File: src/rtl/serial_adder_pkg.sv
// Shared types and limits for the bit-serial adder/subtractor.
package serial_adder_pkg;

  typedef enum logic [1:0] {
    IDLE = 2'd0,
    BUSY = 2'd1,
    DONE = 2'd2
  } sa_state_t;

  localparam int MIN_WIDTH = 2;
  localparam int MAX_WIDTH = 64;

endpackage

File: src/rtl/fa_bit.sv
// One-bit combinational full adder; the arithmetic core of the serial adder.
module fa_bit (
  input  logic a,
  input  logic b,
  input  logic cin,
  output logic s,
  output logic cout
);

  assign s    = a ^ b ^ cin;
  assign cout = (a & b) | (a & cin) | (b & cin);

endmodule

File: src/rtl/serial_adder.sv
// Bit-serial WIDTH-bit adder/subtractor: one bit per clock, LSB first,
// with a valid/ready start handshake and a one-cycle done pulse.
module serial_adder
  import serial_adder_pkg::*;
#(
  parameter int WIDTH = 8
) (
  input  logic             clk,
  input  logic             rst_n,
  input  logic             start_valid,
  output logic             start_ready,
  input  logic [WIDTH-1:0] a,
  input  logic [WIDTH-1:0] b,
  input  logic             carry_in,
  input  logic             sub,
  output logic [WIDTH-1:0] sum,
  output logic             carry_out,
  output logic             overflow,
  output logic             done,
  output logic             busy
);

  localparam int CNT_W = $clog2(WIDTH + 1);

  if (WIDTH < MIN_WIDTH || WIDTH > MAX_WIDTH) begin : g_bad_width
    $error("serial_adder: WIDTH %0d outside legal range", WIDTH);
  end

  sa_state_t        r_state;
  sa_state_t        w_state_next;
  logic [WIDTH-1:0] r_sa;
  logic [WIDTH-1:0] r_sb;
  logic [WIDTH-1:0] r_ps;
  logic [WIDTH-1:0] r_sum;
  logic [CNT_W-1:0] r_cnt;
  logic             r_c;
  logic             r_carry_out;
  logic             r_overflow;
  logic             w_accept;
  logic             w_last;
  logic             w_s;
  logic             w_cout;

  assign w_accept = start_valid && start_ready;
  assign w_last   = (r_state == BUSY) && (r_cnt == CNT_W'(WIDTH - 1));

  fa_bit u_fa (
    .a    (r_sa[0]),
    .b    (r_sb[0]),
    .cin  (r_c),
    .s    (w_s),
    .cout (w_cout)
  );

  always_ff @(posedge clk) begin
    if (!rst_n) begin
      r_state <= IDLE;
    end else begin
      r_state <= w_state_next;
    end
  end

  always_comb begin
    w_state_next = r_state;
    case (r_state)
      IDLE:    if (w_accept) w_state_next = BUSY;
      BUSY:    if (w_last)   w_state_next = DONE;
      DONE:    w_state_next = IDLE;
      default: w_state_next = IDLE;
    endcase
  end

  always_comb begin
    start_ready = (r_state == IDLE) && rst_n;
    done        = (r_state == DONE);
    busy        = (r_state != IDLE);
  end

  // On the last bit r_c still holds the carry into the MSB, so overflow is
  // formed directly from it and the carry out of the cell.
  always_ff @(posedge clk) begin
    if (!rst_n) begin
      r_sa        <= '0;
      r_sb        <= '0;
      r_ps        <= '0;
      r_cnt       <= '0;
      r_c         <= 1'b0;
      r_sum       <= '0;
      r_carry_out <= 1'b0;
      r_overflow  <= 1'b0;
    end else if (w_accept) begin
      r_sa  <= a;
      r_sb  <= sub ? ~b : b;
      r_c   <= sub ? 1'b1 : carry_in;
      r_cnt <= '0;
    end else if (r_state == BUSY) begin
      r_sa  <= {1'b0, r_sa[WIDTH-1:1]};
      r_sb  <= {1'b0, r_sb[WIDTH-1:1]};
      r_ps  <= {w_s, r_ps[WIDTH-1:1]};
      r_c   <= w_cout;
      r_cnt <= r_cnt + 1'b1;
      if (w_last) begin
        r_sum       <= {w_s, r_ps[WIDTH-1:1]};
        r_carry_out <= w_cout;
        r_overflow  <= r_c ^ w_cout;
      end
    end
  end

  assign sum       = r_sum;
  assign carry_out = r_carry_out;
  assign overflow  = r_overflow;

endmodule
File: config.mk
export PLATFORM = sky130hd
export DESIGN_NAME = serial_adder
export DESIGN_NICKNAME = d
export VERILOG_FILES = /design/src/rtl/serial_adder_pkg.sv /design/src/rtl/fa_bit.sv /design/src/rtl/serial_adder.sv
export SDC_FILE = /design/constraint.sdc
export NUM_CORES = 1
export LEC_CHECK = 0
export ABC_AREA = 1
export CAP_MARGIN = 10
export CELL_PAD_IN_SITES_DETAIL_PLACEMENT = 0
export CELL_PAD_IN_SITES_GLOBAL_PLACEMENT = 2
export CORE_AREA = 8 8 88 90
export DETAILED_ROUTE_END_ITERATION = 8
export DIE_AREA = 0 0 96 98
export PLACE_DENSITY_LB_ADDON = 0.3
export RECOVER_POWER = 25
export SKIP_LAST_GASP = 1
export SLEW_MARGIN = 20
export SYNTH_ARGS = -nofsm -noshare
export SYNTH_HDL_FRONTEND = slang
export SYNTH_SLANG_ARGS = --single-unit
File: constraint.sdc
create_clock -name clk -period 2.3 [get_ports clk]
set_input_delay 0.46 -clock clk [delete_from_list [all_inputs] [get_ports clk]]
set_output_delay 0.46 -clock clk [all_outputs]
set_load 0.02 [all_outputs]
# --- After elaboration in Yosys (flattened, before gate mapping) ---
# Index checks and enable logic that the tools add are counted.
op_classes:
  n_bitwise: 11
  addsub: 1
  mux: 11
  n_reduce_logical: 10
  n_eq_ne: 5
op_table:
  columns: ["cell", "count"]
  rows:
  - ["$mux W8", 5]
  - ["$not A8 Y8", 1]
  - ["$add A4 B1 Y4 const B", 1]
  - ["$eq A4 B3 Y1 const B", 1]
  - ["$mux W2", 2]
  - ["$ne A2 B2 Y1 const B", 2]
  - ["$pmux W2 S2", 1]
  - ["$reduce_and A2 Y1", 2]
  - ["$reduce_bool A2 Y1", 2]
  - ["$and A1 B1 Y1", 3]
  - ["$logic_and A1 B1 Y1", 3]
  - ["$mux W1", 3]
  - ["$reduce_and A3 Y1", 1]
  - ["$xor A1 B1 Y1", 3]
  - ["$eq A2 B1 Y1 const B", 1]
  - ["$eq A2 B2 Y1 const B", 1]
  - ["$logic_not A2 Y1", 1]
  - ["$not A1 Y1", 2]
  - ["$or A1 B1 Y1", 2]
  - ["$reduce_or A2 Y1", 1]
totals:
  regBits: 41
  word_cells: 47
  output_inout_bits: 13

# --- Depth between registers and ports, before layout ---
# Gate-level depths: netlist (run 1).
logic_depth:
  ltp_word: 5
  mapped_depth: 7

# --- By module ---
# From an unflattened synthesis (run 1), not the netlist that was laid out.
hier_totals:
  cells_unflattened: 258
  area_unflattened_um2: 1843.0
by_module_without_submodules:
  columns: ["module", "cells_each", "area_each_um2", "instances"]
  rows:
  - ["serial_adder", 257, 1823.0, 1]
  - ["fa_bit", 1, 20.0, 1]

# --- Worst setup path after synthesis (run 1) ---
# Ideal clock, no wire load.
synth_path:
  path_kind: "register -> output"
  start: "register r_state[1]"
  end: "output start_ready"
  slack_ns: 0.898
  required_ns: 1.840
  path_stages_with_launch: 4
  arrival_ns: 0.942
  path_cell_list: "dfxtp_1 > inv_2 > nand2_1 > nor2_2"
synth_via:
  elab_chain_cells: 2
synth_lines:
  columns: ["item", "line_no", "text"]
  rows:
  - ["from (decl)", "serial_adder.sv:29", "sa_state_t r_state;"]
  - ["from (signal assigned)", "serial_adder.sv:59", "r_state <= w_state_next;"]
  - ["$logic_not A2 Y1", "serial_adder.sv:74", "start_ready = (r_state == IDLE) && rst_n;"]
  - ["$logic_and A1 B1 Y1", "serial_adder.sv:74", null]
  - ["to (decl)", "serial_adder.sv:11", "output logic start_ready,"]
# Every way passes these cells.

# --- Final worst setup path (run 1) ---
layout_path:
  start: "input rst_n"
  end: "output start_ready"
layout_via:
  elab_chain_cells: 1
layout_lines:
  columns: ["item", "line_no", "text"]
  rows:
  - ["from (decl)", "serial_adder.sv:9", "input logic rst_n,"]
  - ["$logic_and A1 B1 Y1", "serial_adder.sv:74", null]
# Every way passes these cells.

==> results of run 1 <==
[logic make-up (layout without fill, tap and decap cells)]
kind of cell	count (synthesis)	after routing	synth area share, %
buffers and inverters	41	73	11.71
XOR/XNOR	4	4	1.831
AO/OA/AOI/OAI	55	55	15.37
flip-flops	40	40	41.86
adder cells (fa/ha/maj)	2	2	1.700
AND/OR/NAND/NOR	116	116	27.53
[routing by layer]
| layer | up-vias | share of wire [%] | global-route usage, % |
|---|---|---|---|
| met3 | 5 | 4.5 | 2.993 |
| met4 | 0 | 2.0 | 4.260 |
| met1 | 738 | 50 | 13.41 |
| met5 | - | 0 | 0 |
| met2 | 27 | 43 | 14.74 |
| li1 | 890 | - | - |
[stage by stage]
stage / cells / worst slack, ns
floorplan: 258 / 0.8979
global placement: 362 / 0.06118
detailed placement: 362 / 0.06942
CTS: 370 / 0.06942
global route: 370 / 0.02673
finish: 370 / 0.09133
[worst paths after layout]
kind	end	slack, ns	cells past startpoint
worst max-delay path	start_ready	0.09	4
worst min-delay path	r_ps[1]	0.46	2
worst max register to register	carry_out	0.60	6
worst min register to register	r_ps[1]	0.46	2
[cell type report]
type / instances / area share (%)
Tap cell: 80 / 4.199
Inverter: 26 / 4.094
Clock buffer: 7 / 4.042
Sequential cell: 40 / 33.60
Clock inverter: 1 / 1.260
Multi-Input combinational cell: 177 / 37.06
Timing Repair Buffer: 39 / 15.75
[state kept, by name (all words and copies together) (netlist names)]
| register | flops |
|---|---|
| r_sa | 8 |
| r_sb | 8 |
| sum | 8 |
| r_ps | 7 |
| r_cnt | 4 |
| r_state | 2 |
| carry_out | 1 |
| overflow | 1 |
| r_c | 1 |
[worst reg2reg max path, delay by kind of cell (launching register included)]
family	cells	cell delay, ns
AND/OR/NAND/NOR	4	0.99
flip-flops	1	0.35
buffers and inverters	2	0.24
[placed cells by master (no fill, tap or decap)]
cell              n
a21oi_2           5
nor2_1           12
clkdlybuf4s50_1  33
inv_1            25
buf_4             6
dfxtp_1          40
fa_1              1
a21oi_1          27
nand3_2           1
nor2_8            1
nor2_2            3
clkbuf_8          7
nor2_4            1
nand4_1           1
inv_2             1
xor2_1            4
o21ai_1           7
o21ai_0          16
bufinv_16         1
nand3_1          27
nand2_1          64
ha_1              1
nand2_2           4
nor3_1            2
[power by group through the flow]
| stage | registers, uW | clock network (uW) | logic [uW] |
|---|---|---|---|
| 6_report | 745 | 636 | 207 |
| 5_1_grt | 751 | 679 | 234 |
| 4_1_cts | 745 | 653 | 211 |
| 3_5_place_dp | 761 | 0 | 210 |
| 3_3_place_gp | 761 | 0 | 210 |
| 2_1_floorplan | 757 | 0 | 147 |
==> out/metrics.yaml, run 1 <==
critical_path:
  path_buf_inv: 3
  r2r_start: "r_state[1]"
  cp_max_fo: 2
  cp-end-kind: "output pin"
  critPathTopFamily: "buffers and inverters"
  worst-endpoint-arrival_ns: 1.75
  crit_chain: "clkdlybuf4s50_1, inv_1, nor2_2, clkdlybuf4s50_1"
  cp_common_cell: "clkdlybuf4s50_1"
  worst_ep_required_time_ns: 1.84
  crit_type: "primary input to output pin"
  crit_slowest_cell: "clkdlybuf4s50_1"
  cpPeakStageDelay_ns: 0.62
  startpoint: "rst_n"
  start_kind: "primary input"
sta:
  tns_ns: 0
  period_share_pct: 96.03
  final-max-slew-violation-count: 0
  rsz0062_at_grt: "false"
  hold_viol: 0
  tightest_slew_ns: 0.7554
  clock.fmax_mhz: 452.8
  hold-worst-slack_ns: 0.4573
  clock_skew_ns: 0.003094
  setup_viol_count_final: 0
  maxSlewHeadroom_pct: 49.46
  finalCriticalPeriod_ns: 2.209
cts:
  cts_sinks: 40
  hold_buffers: 0
  cts-resized-gates: 0
  root_buffer: "clkbuf_8"
  cts_setup_buffers: 0
  h-tree-depth: 2
  clkTransAtPathRegs_ns: 0.08
  ctsLongestPathBuffers: 2
  cts-buffers-inserted: 5
  tritoncts: "built"
  worstSkewPairLatency_ns: 0.29
layout:
  final_nets: 312
  num-fill-cells: 728
  seq_area_um2: 800.8
  design_area_um2: 2384
  final_util_pct: 36.71
  multiInputGateArea_um2: 883.3
  area_delta_synth_final_pct: 24.59
  layout-drive-gt1-share_pct: 10.34
  diodes: 0
logic_synthesis:
  synthArstFlopShare_pct: 0
  synth_commonest_cells: "64 x nand2_1, 40 x dfxtp_1, 27 x a21oi_1, 27 x nand3_1, 24 x inv_1"
  ys_ff_latch: 40
  synthCells: 258
  synth_edf_count: 0
  yosys_warnings: 0
  ys_types: 26
  synth.most_common_cell: "nand2_1"
  syn-num-nets: 281
  avgSynthCellArea_um2: 7.415
  yosysTopAreaCell: "dfxtp_1"
  synth.top_cell.area_share_pct: 41.86
  synthFlopType: "dfxtp_1"
  synth_area_um2: 1913
  ys_seq_area_share_pct: 41.86
  synth_area_leaders: "dfxtp_1 42%, nand2_1 13%, a21oi_1 7.1%, nand3_1 7.1%, inv_1 4.7%"
floorplan:
  core_area_um2: 6494
  io_pins: 34
  die_h_um: 98
  start_util_pct: 29.46
  die_w_um: 96
  die_area_um2: 9408
  num_rows: 30
pwr:
  seqPwrFrac_pct: 46.9
  p_clk_share_pct: 40.1
  power_switching_uw: 389.6
  ir_drop_v: 0.0003730
  intPower_uw: 1198
  p_sw_share_pct: 24.54
  p_leak_uw: 0.001038
  pwr_density_cell_nw_per_um2: 666.1
  p_total_uw: 1588
  comb_power_share_pct: 13.0
grt:
  grt_max_degree: 43
  grt_pass1_vias: 1616
  antenna_found_initial: 0
  grt.total_usage_pct: 10.14
  grt_first_pass_wirelength_mm: 7.645
  grt-ovfl-total: 0
routing:
  vias: 1660
  drc: 0
  drt-total-wl_mm: 4.433
  detail_route.vias_per_cell: 4.486
  detail_route.wl_per_cell_um: 11.98
  drtPass1Iterations: 4
  first_iter_violations: 76
  ant_nets: 0
placement:
  globalplace.congestion: 0.6681
  io_buffers: 33
  dpl.hpwl_mm: 2.910
  place_area_um2: 2262
status:
  status: "finished clean"
worst_hold_path:
  hp-class: "flip-flop to flip-flop"
  hold_start: "r_ps[1]"
job:
  maxCapViolations: 0
No activity file was read; power rests on OpenSTA's default activity.
==> inputs of run 2 (changes only) <==
- ABC_CLOCK_PERIOD_IN_PS: unset -> 2300
- TNS_END_PERCENT: unset -> 20
==> results of run 2 <==
Same layout as run 1: the final DEF is identical, and so are final timing and power.
==> inputs of run 3 (changes only) <==
- ABC_AREA: 1 -> unset
- CORE_AREA: 8 8 88 90 -> 8 8 84 86
- DIE_AREA: 0 0 96 98 -> 0 0 92 94
==> run 3 against run 2 <==
Fmax up 1.1%. Global-route usage down 0.25 points. Routed wire length down 8.7%. Cell area down 7.9%. Total power down 13%. Core utilization up 1.5 points. Highest routed layer unchanged. Largest power group unchanged.
==> out/metrics.yaml, run 3 <==
critical_path:
  startpoint: "rst_n"
  r2r_start: "r_state[1]"
  worstReg2RegEnd: "overflow"
  critPathCapture: "start_ready"
  crit_chain: "clkdlybuf4s50_1, clkinv_1, nor2_1, clkdlybuf4s50_1"
  critPathTopFamily: "buffers and inverters"
  crit_type: "primary input to output pin"
  path_depth: 4  # unchanged
  cp_common_cell: "clkdlybuf4s50_1"
  rrSetupSlack_ns: 0.48  # -0.12 ns
  cp_max_fo: 2  # unchanged
  cp-end-kind: "output pin"
  path_buf_inv: 3  # unchanged
  worst_ep_required_time_ns: 1.84  # about the same
  cpPeakStageDelay_ns: 0.60  # -0.02 ns
  crit_slowest_cell: "clkdlybuf4s50_1"
  reg2reg_depth: 4  # -2
  worst-endpoint-arrival_ns: 1.72  # -0.03 ns
  start_kind: "primary input"
logic_synthesis:
  synthFlopType: "dfxtp_1"
  yosys.area_share.simple_pct: 19.27  # -8.3 points
  synth_compound_gate_area_share_pct: 21.38  # +6.0 points
  synth_area_leaders: "dfxtp_1 47%, a21oi_1 10%, nand2_1 8.5%, o21ai_0 6.4%, xor2_1 4.1%"
  synth.most_common_cell: "dfxtp_1"
  avgSynthCellArea_um2: 8.115  # +9.4%
  synthCells: 212  # -18%
  ys_types: 32  # +23%
  synth_edf_count: 0  # unchanged
  syn-num-nets: 235  # -16%
  ys_ff_latch: 40  # unchanged
  synthAdderAreaFrac_pct: 1.891  # +0.19 points
  yosysTopAreaCell: "dfxtp_1"
  synth.top_cell.area_share_pct: 46.55  # +4.7 points
  synth_commonest_cells: "40 x dfxtp_1, 39 x nand2_1, 35 x a21oi_1"
  ys_seq_area_share_pct: 46.55  # +4.7 points
  synth_top_family_by_area: "compound AO/OA/AOI/OAI gates"
  synth_area_um2: 1720  # -10%
  yosys_warnings: 0  # unchanged
  synthArstFlopShare_pct: 0  # unchanged
  synthMuxAreaShare_pct: 1.164  # +1.2 points
  yosys.area_share.xor_xnor_pct: 4.582  # +2.8 points
routing:
  drt-total-wl_mm: 4.046  # -8.7%
  detail_route.vias_per_cell: 4.728  # +5.4%
  detail_route.wl_per_cell_um: 12.80  # +6.9%
  vias: 1494  # -10%
  drc: 0  # unchanged
  drtPass1Iterations: 5  # +1
  first_iter_violations: 56  # -26%
  ant_nets: 0  # unchanged
status:
  status: "finished clean"
cts:
  cts_sinks: 40  # unchanged
  h-tree-depth: 2  # unchanged
  cts-resized-gates: 0  # unchanged
  ctsLongestPathBuffers: 2  # unchanged
  root_buffer: "clkbuf_8"
  cts_setup_buffers: 0  # unchanged
  clkTransAtPathRegs_ns: 0.07  # about the same
  cts-buffers-inserted: 5  # unchanged
  tritoncts: "built"
  worstSkewPairLatency_ns: 0.28  # about the same
  hold_buffers: 0  # unchanged
grt:
  grt_max_degree: 28  # -35%
  grt.total_usage_pct: 9.883  # -0.25 points
  grt-ovfl-total: 0  # unchanged
  antenna_found_initial: 0  # unchanged
  grt_pass1_vias: 1477  # -8.6%
  grt_first_pass_wirelength_mm: 7.065  # -7.6%
layout:
  seq_area_um2: 800.8  # unchanged
  num-fill-cells: 614  # -16%
  final_nets: 263  # -16%
  layout_common_cells: "40 x dfxtp_1, 39 x nand2_1, 35 x a21oi_1, 32 x clkdlybuf4s50_1, 22 x o21ai_0"
  diodes: 0  # unchanged
  multiInputGateArea_um2: 833.3  # -5.7%
  layout-drive-gt1-share_pct: 6.224  # -4.1 points
  fin_cells: 316  # -15%
  design_area_um2: 2195  # -7.9%
  area_delta_synth_final_pct: 27.56
  layout_commonest_cell: "dfxtp_1"
pwr:
  p_total_uw: 1380  # -13%
  pwr_density_cell_nw_per_um2: 628.6  # -5.6%
  p_leak_uw: 0.0007366  # -29%
  ir_drop_v: 0.0002673  # -28%
floorplan:
  die_w_um: 92  # -4.2%
  die_area_um2: 8648  # -8.1%
  io_pins: 34  # unchanged
  num_rows: 28  # -6.7%
  core_area_um2: 5746  # -12%
  start_util_pct: 29.94  # +0.48 points
  die_h_um: 94  # -4.1%
sta:
  period_share_pct: 94.97  # -1.1 points
  tightest_slew_ns: 0.5577  # -0.1978 ns
  finalCriticalPeriod_ns: 2.184  # -0.02442 ns
  setup_viol_count_final: 0  # unchanged
  clock.fmax_mhz: 457.8  # +1.1%
  clock_skew_ns: 0.002309  # -0.0007852 ns
  maxSlewHeadroom_pct: 62.82  # +13 points
  rsz0062_at_grt: "false"
  hold_viol: 0  # unchanged
  tns_ns: 0  # unchanged
  final-max-slew-violation-count: 0  # unchanged
job:
  maxCapViolations: 0  # unchanged
placement:
  place_area_um2: 2120  # -6.3%
  globalplace.congestion: 0.7097  # +6.2%
  dpl.hpwl_mm: 2.687  # -7.7%
  io_buffers: 33  # unchanged
  placed_cells: 308  # -15%
worst_hold_path:
  hp-class: "flip-flop to flip-flop"
==> run 3: changes by cell type in the layout (fill, tap and decap cells not counted), moves of 5 or more <==
cell and delta:
inv_1 -25, nand2_1 -25, nand3_1 -14, a21oi_1 +8
a31oi_1 +7, o21ai_1 -7, nor2_1 -6, o21ai_0 +6
a21oi_2 -5
==> run 3: stage by stage <==
step	setup slack, ns	utilization, %	hold WS, ns
2_1_floorplan	0.5359	-	0.4303
3_3_place_gp	0.1199	36.89	0.4436
3_5_place_dp	0.1104	36.89	0.4428
4_1_cts	0.1093	38.46	0.4530
5_1_grt	0.05388	38.20	0.4777
6_report	0.1157	38.20	0.4492
==> run 3: cells by family after synthesis <==
logic type      count (synthesis)
flops                          40
simple gates                   71
compound gates                 69
fa+ha+maj                       2
mux                             2
xor+xnor                        9
buf+inv                        19
==> run 3: cell type report <==
| class | count | area share, % |
|---|---|---|
| Multi-Input combinational cell | 153 | 37.97 |
| Sequential cell | 40 | 36.49 |
| Timing Repair Buffer | 39 | 16.99 |
| Tap cell | 75 | 4.276 |
| Clock buffer | 8 | 4.105 |
| Inverter | 1 | 0.1710 |
==> run 3: worst min path at each step <==
stage	start	endpoint	cells after the start
3_3_place_gp	r_ps[1]	r_ps[1]	2
3_5_place_dp	r_sa[5]	r_sa[4]	2
2_1_floorplan	r_sa[7]	r_sa[6]	2
4_1_cts	r_sa[5]	r_sa[4]	2
5_1_grt	r_sa[4]	r_sa[3]	2
6_report	r_sa[5]	r_sa[4]	2
==> run 3: layer usage <==
metal | GRT usage (%) | share of wire [%] | up-vias
li1 | - | - | 785
met1 | 12.69 | 49 | 671
met2 | 15.49 | 44 | 34
met3 | 3.118 | 5.8 | 4
met4 | 2.819 | 0.67 | 0
met5 | 0 | 0 | -
==> run 3: tightest hold or removal path, cell delays in order (launching register included) <==
cell	delay, ns
dfxtp_1	0.31
nand2_1	0.05
a21oi_1	0.05
==> run 3: report_power, final <==
part | internal (uW) | switching (uW)
logic | 79.5 | 91.1
clock network | 245 | 227
registers | 719 | 17.9
total | 1040 | 336
